[src/rtl/fetch_pc_ctrl_pkg.sv]
// fetch_pc_ctrl_pkg
//   Shared frontend package for the fetch controller slice: FSM state
//   encoding and the fetch block geometry. Also provides the shared range
//   defines `PC_RANGE and `ICACHE_FETCHWIDTH128_RANGE when no project
//   defines header has already supplied them.
`ifndef PC_RANGE
`define PC_RANGE 63:0
`endif
`ifndef ICACHE_FETCHWIDTH128_RANGE
`define ICACHE_FETCHWIDTH128_RANGE 127:0
`endif

package fetch_pc_ctrl_pkg;

  localparam int unsigned FETCH_BLOCK_BYTES = 16;
  localparam int unsigned FETCH_WORDS       = FETCH_BLOCK_BYTES / 4;

  typedef enum logic [1:0] {
    IDLE = 2'd0,
    REQ  = 2'd1,
    WAIT = 2'd2,
    KILL = 2'd3
  } fetch_state_t;

endpackage

[src/rtl/fetch_pc_ctrl_align.sv]
// fetch_align
//   Combinational word shifter. Moves 32-bit word k of a 16-byte fetch block
//   into slot 0, zero-fills the vacated upper slots, and reports which slots
//   hold real instructions.
//   Ports:
//     data    in  128  fetch block, word 0 in [31:0]
//     k       in  2    word offset of the fetch PC inside the block
//     aligned out 128  data shifted down by k words
//     mask    out 4    slot valid mask, 4'b1111 >> k
`ifndef ICACHE_FETCHWIDTH128_RANGE
`define ICACHE_FETCHWIDTH128_RANGE 127:0
`endif

module fetch_align
  import fetch_pc_ctrl_pkg::*;
(
  input  logic [`ICACHE_FETCHWIDTH128_RANGE] data,
  input  logic [1:0]                         k,
  output logic [`ICACHE_FETCHWIDTH128_RANGE] aligned,
  output logic [FETCH_WORDS-1:0]             mask
);

  always_comb begin
    aligned = data >> {k, 5'b0};
    mask    = {FETCH_WORDS{1'b1}} >> k;
  end

endmodule

[src/rtl/fetch_pc_ctrl.sv]
// fetch_pc_ctrl
//   Front-end fetch controller upstream of the instruction buffer. Owns the
//   fetch PC, issues one 16-byte block request per demand, realigns the
//   returned block so the fetch-PC instruction is in slot 0, and squashes
//   in-flight responses on redirect.
//   Optional feature: define FETCH_PERF_CNT_EN to add perf_fetch_cnt /
//   perf_kill_cnt (delivered / dropped responses, wrapping 32-bit).
//   Ports:
//     clock, reset                  rising-edge clock, sync active-high reset
//     fetch_inst                    demand from ibuffer
//     redirect_valid/target         flush and restart at target
//     mem_stall                     blocks launching a new request
//     pc_index_valid/pc_index/ready request handshake to icache arbiter
//     pc_operation_done/icache_rdata one-cycle response with 128-bit block
//     aligned_instr/_valid/pc       registered realigned output to ibuffer
`ifndef PC_RANGE
`define PC_RANGE 63:0
`endif
`ifndef ICACHE_FETCHWIDTH128_RANGE
`define ICACHE_FETCHWIDTH128_RANGE 127:0
`endif

module fetch_pc_ctrl
  import fetch_pc_ctrl_pkg::*;
#(
  parameter logic [63:0] RESET_PC = 64'h8000_0000
) (
  input  logic                               clock,
  input  logic                               reset,
  input  logic                               fetch_inst,
  input  logic                               redirect_valid,
  input  logic [`PC_RANGE]                   redirect_target,
  input  logic                               mem_stall,
  output logic                               pc_index_valid,
  output logic [`PC_RANGE]                   pc_index,
  input  logic                               pc_index_ready,
  input  logic                               pc_operation_done,
  input  logic [`ICACHE_FETCHWIDTH128_RANGE] icache_rdata,
`ifdef FETCH_PERF_CNT_EN
  output logic [31:0]                        perf_fetch_cnt,
  output logic [31:0]                        perf_kill_cnt,
`endif
  output logic [`ICACHE_FETCHWIDTH128_RANGE] aligned_instr,
  output logic [3:0]                         aligned_instr_valid,
  output logic [`PC_RANGE]                   pc
);

  fetch_state_t state_q, state_d;
  logic [`PC_RANGE] fetch_pc_q;
  logic             req_pending_q;
  logic             handshake;
  logic             resp_take;

  logic [`ICACHE_FETCHWIDTH128_RANGE] align_data;
  logic [FETCH_WORDS-1:0]             align_mask;

  assign pc_index_valid = (state_q == REQ);
  assign pc_index       = {fetch_pc_q[63:4], 4'b0};

  // fetch_pc cannot change between the handshake and the response without a
  // redirect (which kills the response), so fetch_pc doubles as the latched
  // request PC and no separate req_pc register is kept.
  fetch_align u_align (
    .data    (icache_rdata),
    .k       (fetch_pc_q[3:2]),
    .aligned (align_data),
    .mask    (align_mask)
  );

  always_comb begin
    state_d   = state_q;
    handshake = 1'b0;
    resp_take = 1'b0;
    case (state_q)
      IDLE: begin
        if (!redirect_valid && req_pending_q && !mem_stall) state_d = REQ;
      end
      REQ: begin
        handshake = pc_index_ready;
        if (redirect_valid)      state_d = pc_index_ready ? KILL : IDLE;
        else if (pc_index_ready) state_d = WAIT;
      end
      WAIT: begin
        if (pc_operation_done) begin
          state_d   = IDLE;
          resp_take = !redirect_valid;
        end else if (redirect_valid) begin
          state_d = KILL;
        end
      end
      KILL: begin
        if (pc_operation_done) state_d = IDLE;
      end
      default: state_d = IDLE;
    endcase
  end

  always_ff @(posedge clock) begin
    if (reset) begin
      state_q             <= IDLE;
      fetch_pc_q          <= RESET_PC;
      req_pending_q       <= 1'b1;
      aligned_instr       <= '0;
      aligned_instr_valid <= '0;
      pc                  <= '0;
    end else begin
      state_q             <= state_d;
      aligned_instr_valid <= '0;
      if (redirect_valid) begin
        fetch_pc_q    <= redirect_target;
        req_pending_q <= 1'b1;
      end else begin
        // A demand arriving on the handshake cycle survives as the next request.
        if (fetch_inst)     req_pending_q <= 1'b1;
        else if (handshake) req_pending_q <= 1'b0;
        if (resp_take) begin
          aligned_instr       <= align_data;
          aligned_instr_valid <= align_mask;
          pc                  <= fetch_pc_q;
          fetch_pc_q          <= {fetch_pc_q[63:4], 4'b0} + 64'(FETCH_BLOCK_BYTES);
        end
      end
    end
  end

`ifdef FETCH_PERF_CNT_EN
  logic resp_drop;

  assign resp_drop = pc_operation_done &&
                     ((state_q == KILL) || ((state_q == WAIT) && redirect_valid));

  always_ff @(posedge clock) begin
    if (reset) begin
      perf_fetch_cnt <= '0;
      perf_kill_cnt  <= '0;
    end else begin
      if (resp_take) perf_fetch_cnt <= perf_fetch_cnt + 32'd1;
      if (resp_drop) perf_kill_cnt  <= perf_kill_cnt + 32'd1;
    end
  end
`endif

endmodule

[config.mk]
export PLATFORM = sky130hd
export DESIGN_NAME = fetch_pc_ctrl
export DESIGN_NICKNAME = d
export VERILOG_FILES = /design/src/rtl/fetch_pc_ctrl_pkg.sv /design/src/rtl/fetch_pc_ctrl_align.sv /design/src/rtl/fetch_pc_ctrl.sv
export SDC_FILE = /design/constraint.sdc
export NUM_CORES = 1
export LEC_CHECK = 0
export ABC_AREA = 1
export BUFFER_PORTS_ARGS = -buffer_cell sky130_fd_sc_hd__buf_2
export CORE_MARGIN = 2
export CORE_UTILIZATION = 40
export DETAILED_ROUTE_END_ITERATION = 10
export PLACE_DENSITY_LB_ADDON = 0.15
export SLEW_MARGIN = 15
export SYNTH_ARGS = -nofsm -noshare
export SYNTH_HDL_FRONTEND = slang
export SYNTH_SLANG_ARGS = --single-unit
[constraint.sdc]
create_clock -name clock -period 1.5 [get_ports clock]
set_input_delay 0.15 -clock clock [delete_from_list [all_inputs] [get_ports clock]]
set_output_delay 0.15 -clock clock [all_outputs]
set_load 0.02 [all_outputs]
==> metrics.md <==
| Metric | Value |
|---|---|
| Status | finished, violations left |
| Failing checks | setup timing |
| Reg clk slew, reported paths | 0.06 ns |
| Crit Path Class | reg -> reg |
| Num CTS Buffers | 31 |
| # IOs | 460 |
| Post-placement cell count | 2989 |
| Synthesized area per cell | 6.72 um^2 |
| Fraction of layout cells with a size suffix above 1 | 0.424 |
| Final Instance Count excl. Fillers | 3270 |
| Top-area cell type share of the netlist area | 0.389 |
| Initial Utilization | 0.405 |
| Post-synth EDFFs | 0 |
| Vias per cell | 5.22 |
| FFs w/ async S/R, synth | 0 |
| Detail Route Antenna Nets | 0 |
| WHS Endpoint | aligned_instr[58] |
| Overflow after GRT | 0 |
| Synth area leaders | dfxtp_1 (39%), nand2_1 (13%), nor2_1 (6.9%) |
| Max Clock Skew | 0.0140 ns |
| Root Driver | clkbuf_16 |
| Routed wire per std cell | 18.9 um |
| Leakage | 0.0105 uW |
| CTS Buffer Depth | 3 |
| Detailed placement HPWL | 41900 um |
| Routed vias | 17056 |
| Worst VDD drop | 0.999 mV |
| P per Cell Area | 937 mW/mm^2 |
| Tcrit/Tclk final | 1.13 |
| CTS tree | yes |
| Ys Warns | 0 |
| Setup crit end kind | flip-flop |
| Reg2reg end | fetch_pc_q[27] |
| Worst min path class | in -> reg |
| Worst slew margin | 0.523 |
| Hold Path Origin | icache_rdata[58] |
| Layout Area Growth over Synthesis | 66.9% |
| Flop and latch count out of synthesis | 263 |
| Core Box Area | 0.0334 mm^2 |
| Initial antenna violation count | 5 |
| Worst EP arrival | 2.11 ns |
| Clk Latency, worst-skew pair | 0.57 ns |
| First-pass GRT wire length | 91200 um |
| DIE AREA | 0.0354 mm^2 |
| R2R setup slack | -0.20 ns |
| Startpoint types | flip-flop |
| Synth Instances | 2015 |
| F_max | 587 MHz |
| Worst Tran Pin Value | 0.716 ns |
| Reg2Reg Depth | 10 |
| Yosys cell types | 43 |
| Clock sinks | 263 |
| Syn Std Cell Area | 0.0135 mm^2 |
| Gr usage total | 0.325 |
| Final Hold Vio Count | 0 |
| Hold path cells | 5 |
| Synth Flop Type | dfxtp_1 |
| Final setup vio count | 205 |
| Die Ht | 188 um |
| Router iterations before antenna repair | 5 |
| H-tree depth | 1 |
| Max-slew violation count | 0 |
| Layout Nets | 2995 |
| DRC Markers | 0 |
| Setup WS post-layout | -0.202 ns |
| Max Cap Viol | 0 |
| # rows | 67 |
| Routability cong. | 0.973 |
| Detailed Route WL | 61700 um |
| DRT iter0 DRCs | 1222 |
| RSZ-0062 raised after global routing | yes |
| Largest net degree at the start of global routing | 104 |
| Area leader, netlist | dfxtp_1 |
| Final Critical Period | 1.70 ns |
| Post-synthesis sequential area ratio | 0.389 |
| Fin util | 0.676 |
| Chip width | 188 um |
| Port Buf Inserts | 455 |
| R2r startpoint | fetch_pc_q[4] |
| Worst path required time | 1.91 ns |
| Vias in the first global route | 16425 |
| CP Max Fanout | 4 |
cells in the final DEF, fill, tap and decap left out, types with 17 or more instances in the layout:
master and count:
dlygate4sd3_1 151, nand2_4 32, nor2_4 52, a21oi_1 111, dfxtp_2 23, clkbuf_16 33, or2_2 38, nand2_1 399
nor2_2 43, buf_12 31, nor2_1 171, nand3_1 76, buf_2 453, o21ai_2 48, nand4_1 17, buf_6 48
a31oi_1 46, inv_1 151, a211oi_1 25, dfxtp_4 22, o21ai_0 105, nand2_2 43, dfxtp_1 218, o211ai_1 60
buf_4 230, o21ai_1 31
worst max-delay path by stage:
stage               slack, ns  cells past startpoint           from           endpoint
floorplan               -0.02                     12  fetch_pc_q[5]     fetch_pc_q[52]
global placement        -0.25                     11  fetch_pc_q[5]     fetch_pc_q[44]
detailed placement      -0.29                     12  fetch_pc_q[5]     fetch_pc_q[53]
CTS                     -0.17                     11     state_q[1]   aligned_instr[2]
global route            -0.26                     10     state_q[1]  aligned_instr[47]
finish                  -0.20                     10  fetch_pc_q[4]     fetch_pc_q[27]
sequential cells by signal, indices dropped and copies added, names as in the netlist:
register and count:
aligned_instr_valid 4, state_q 2, pc 64, aligned_instr 128, req_pending_q 1, fetch_pc_q 64
critical path: stages, from the launching register on:
cell     delay [ns]
dfxtp_4        0.37
inv_2          0.05
nor2_4         0.17
nand2_4        0.11
buf_6          0.13
nor2_4         0.20
buf_4          0.15
nand2_2        0.05
xor2_1         0.13
o21ai_1        0.11
a21oi_1        0.08
kinds of logic (layout without fill, tap and decap cells):
group | count (synthesis) | count (layout) | synth area share
mux | 4 | 4 | 0.00296
other cells | 1 | 9 | 0.000277
xor+xnor | 12 | 12 | 0.00776
simple gates | 924 | 924 | 0.286
fa+ha+maj | 1 | 1 | 0.000923
flops | 263 | 263 | 0.389
buf+inv | 359 | 1158 | 0.124
compound gates | 451 | 451 | 0.190
what timing repair did:
item,in CTS,in global routing
setup endpoints to repair,245,258
cloned,11,2
resized for setup,319,241
pin swaps,72,96
endpoints found under the hold margin,154,0
setup buffers,38,23
hold buffers,151,0
per-layer routing:
metal | vias up | global-route usage | share of wire
met5 | - | 0 | 0
met4 | 0 | 0.152 | 0.052
met3 | 186 | 0.0517 | 0.069
met2 | 812 | 0.561 | 0.48
met1 | 7961 | 0.395 | 0.40
li1 | 8097 | - | -
per-stage QoR:
stage          setup TNS [ns]  total power [uW]  worst slack, ns  area (um^2)  hold WS, ns
6_report               -16.09             21200           -0.202        22600       0.0251
5_1_grt                -35.11             22000           -0.263        22600       0.0317
4_1_cts                -16.21             20900           -0.166        21600      0.00312
3_5_place_dp           -31.06             12600           -0.286        17600        0.352
3_3_place_gp           -25.92             12500           -0.247        17600        0.342
2_1_floorplan          -0.271             10600          -0.0242        13700        0.249
synth_stat cells (17+ instances only):
cell type,instances
nand2_1,475
dfxtp_1,263
nor2_1,249
o21ai_0,179
inv_1,165
a21oi_1,123
nand3_1,96
clkbuf_1,69
buf_4,68
o211ai_1,60
a31oi_1,46
or2_2,38
buf_2,35
a211oi_1,26
nand4_1,17
power breakdown:
group          total [uW]  internal, uW  switching [uW]  leakage (uW)
sequential           7870          7500             376       0.00216
combinational        5840          2520            3320       0.00786
clock                7470          4390            3080      0.000486
layout make-up:
cell class | count | area, um^2
Antenna cell | 5 | 12.5
Clock buffer | 51 | 941
Clock inverter | 4 | 48.8
Fill cell | 2796 | 10800
Inverter | 169 | 663
Multi-Input combinational cell | 1396 | 7880
Sequential cell | 263 | 5380
Tap cell | 448 | 561
Timing Repair Buffer | 933 | 7110
Timing Repair inverter | 1 | 16.3
No activity file was read; power rests on OpenSTA's default activity.
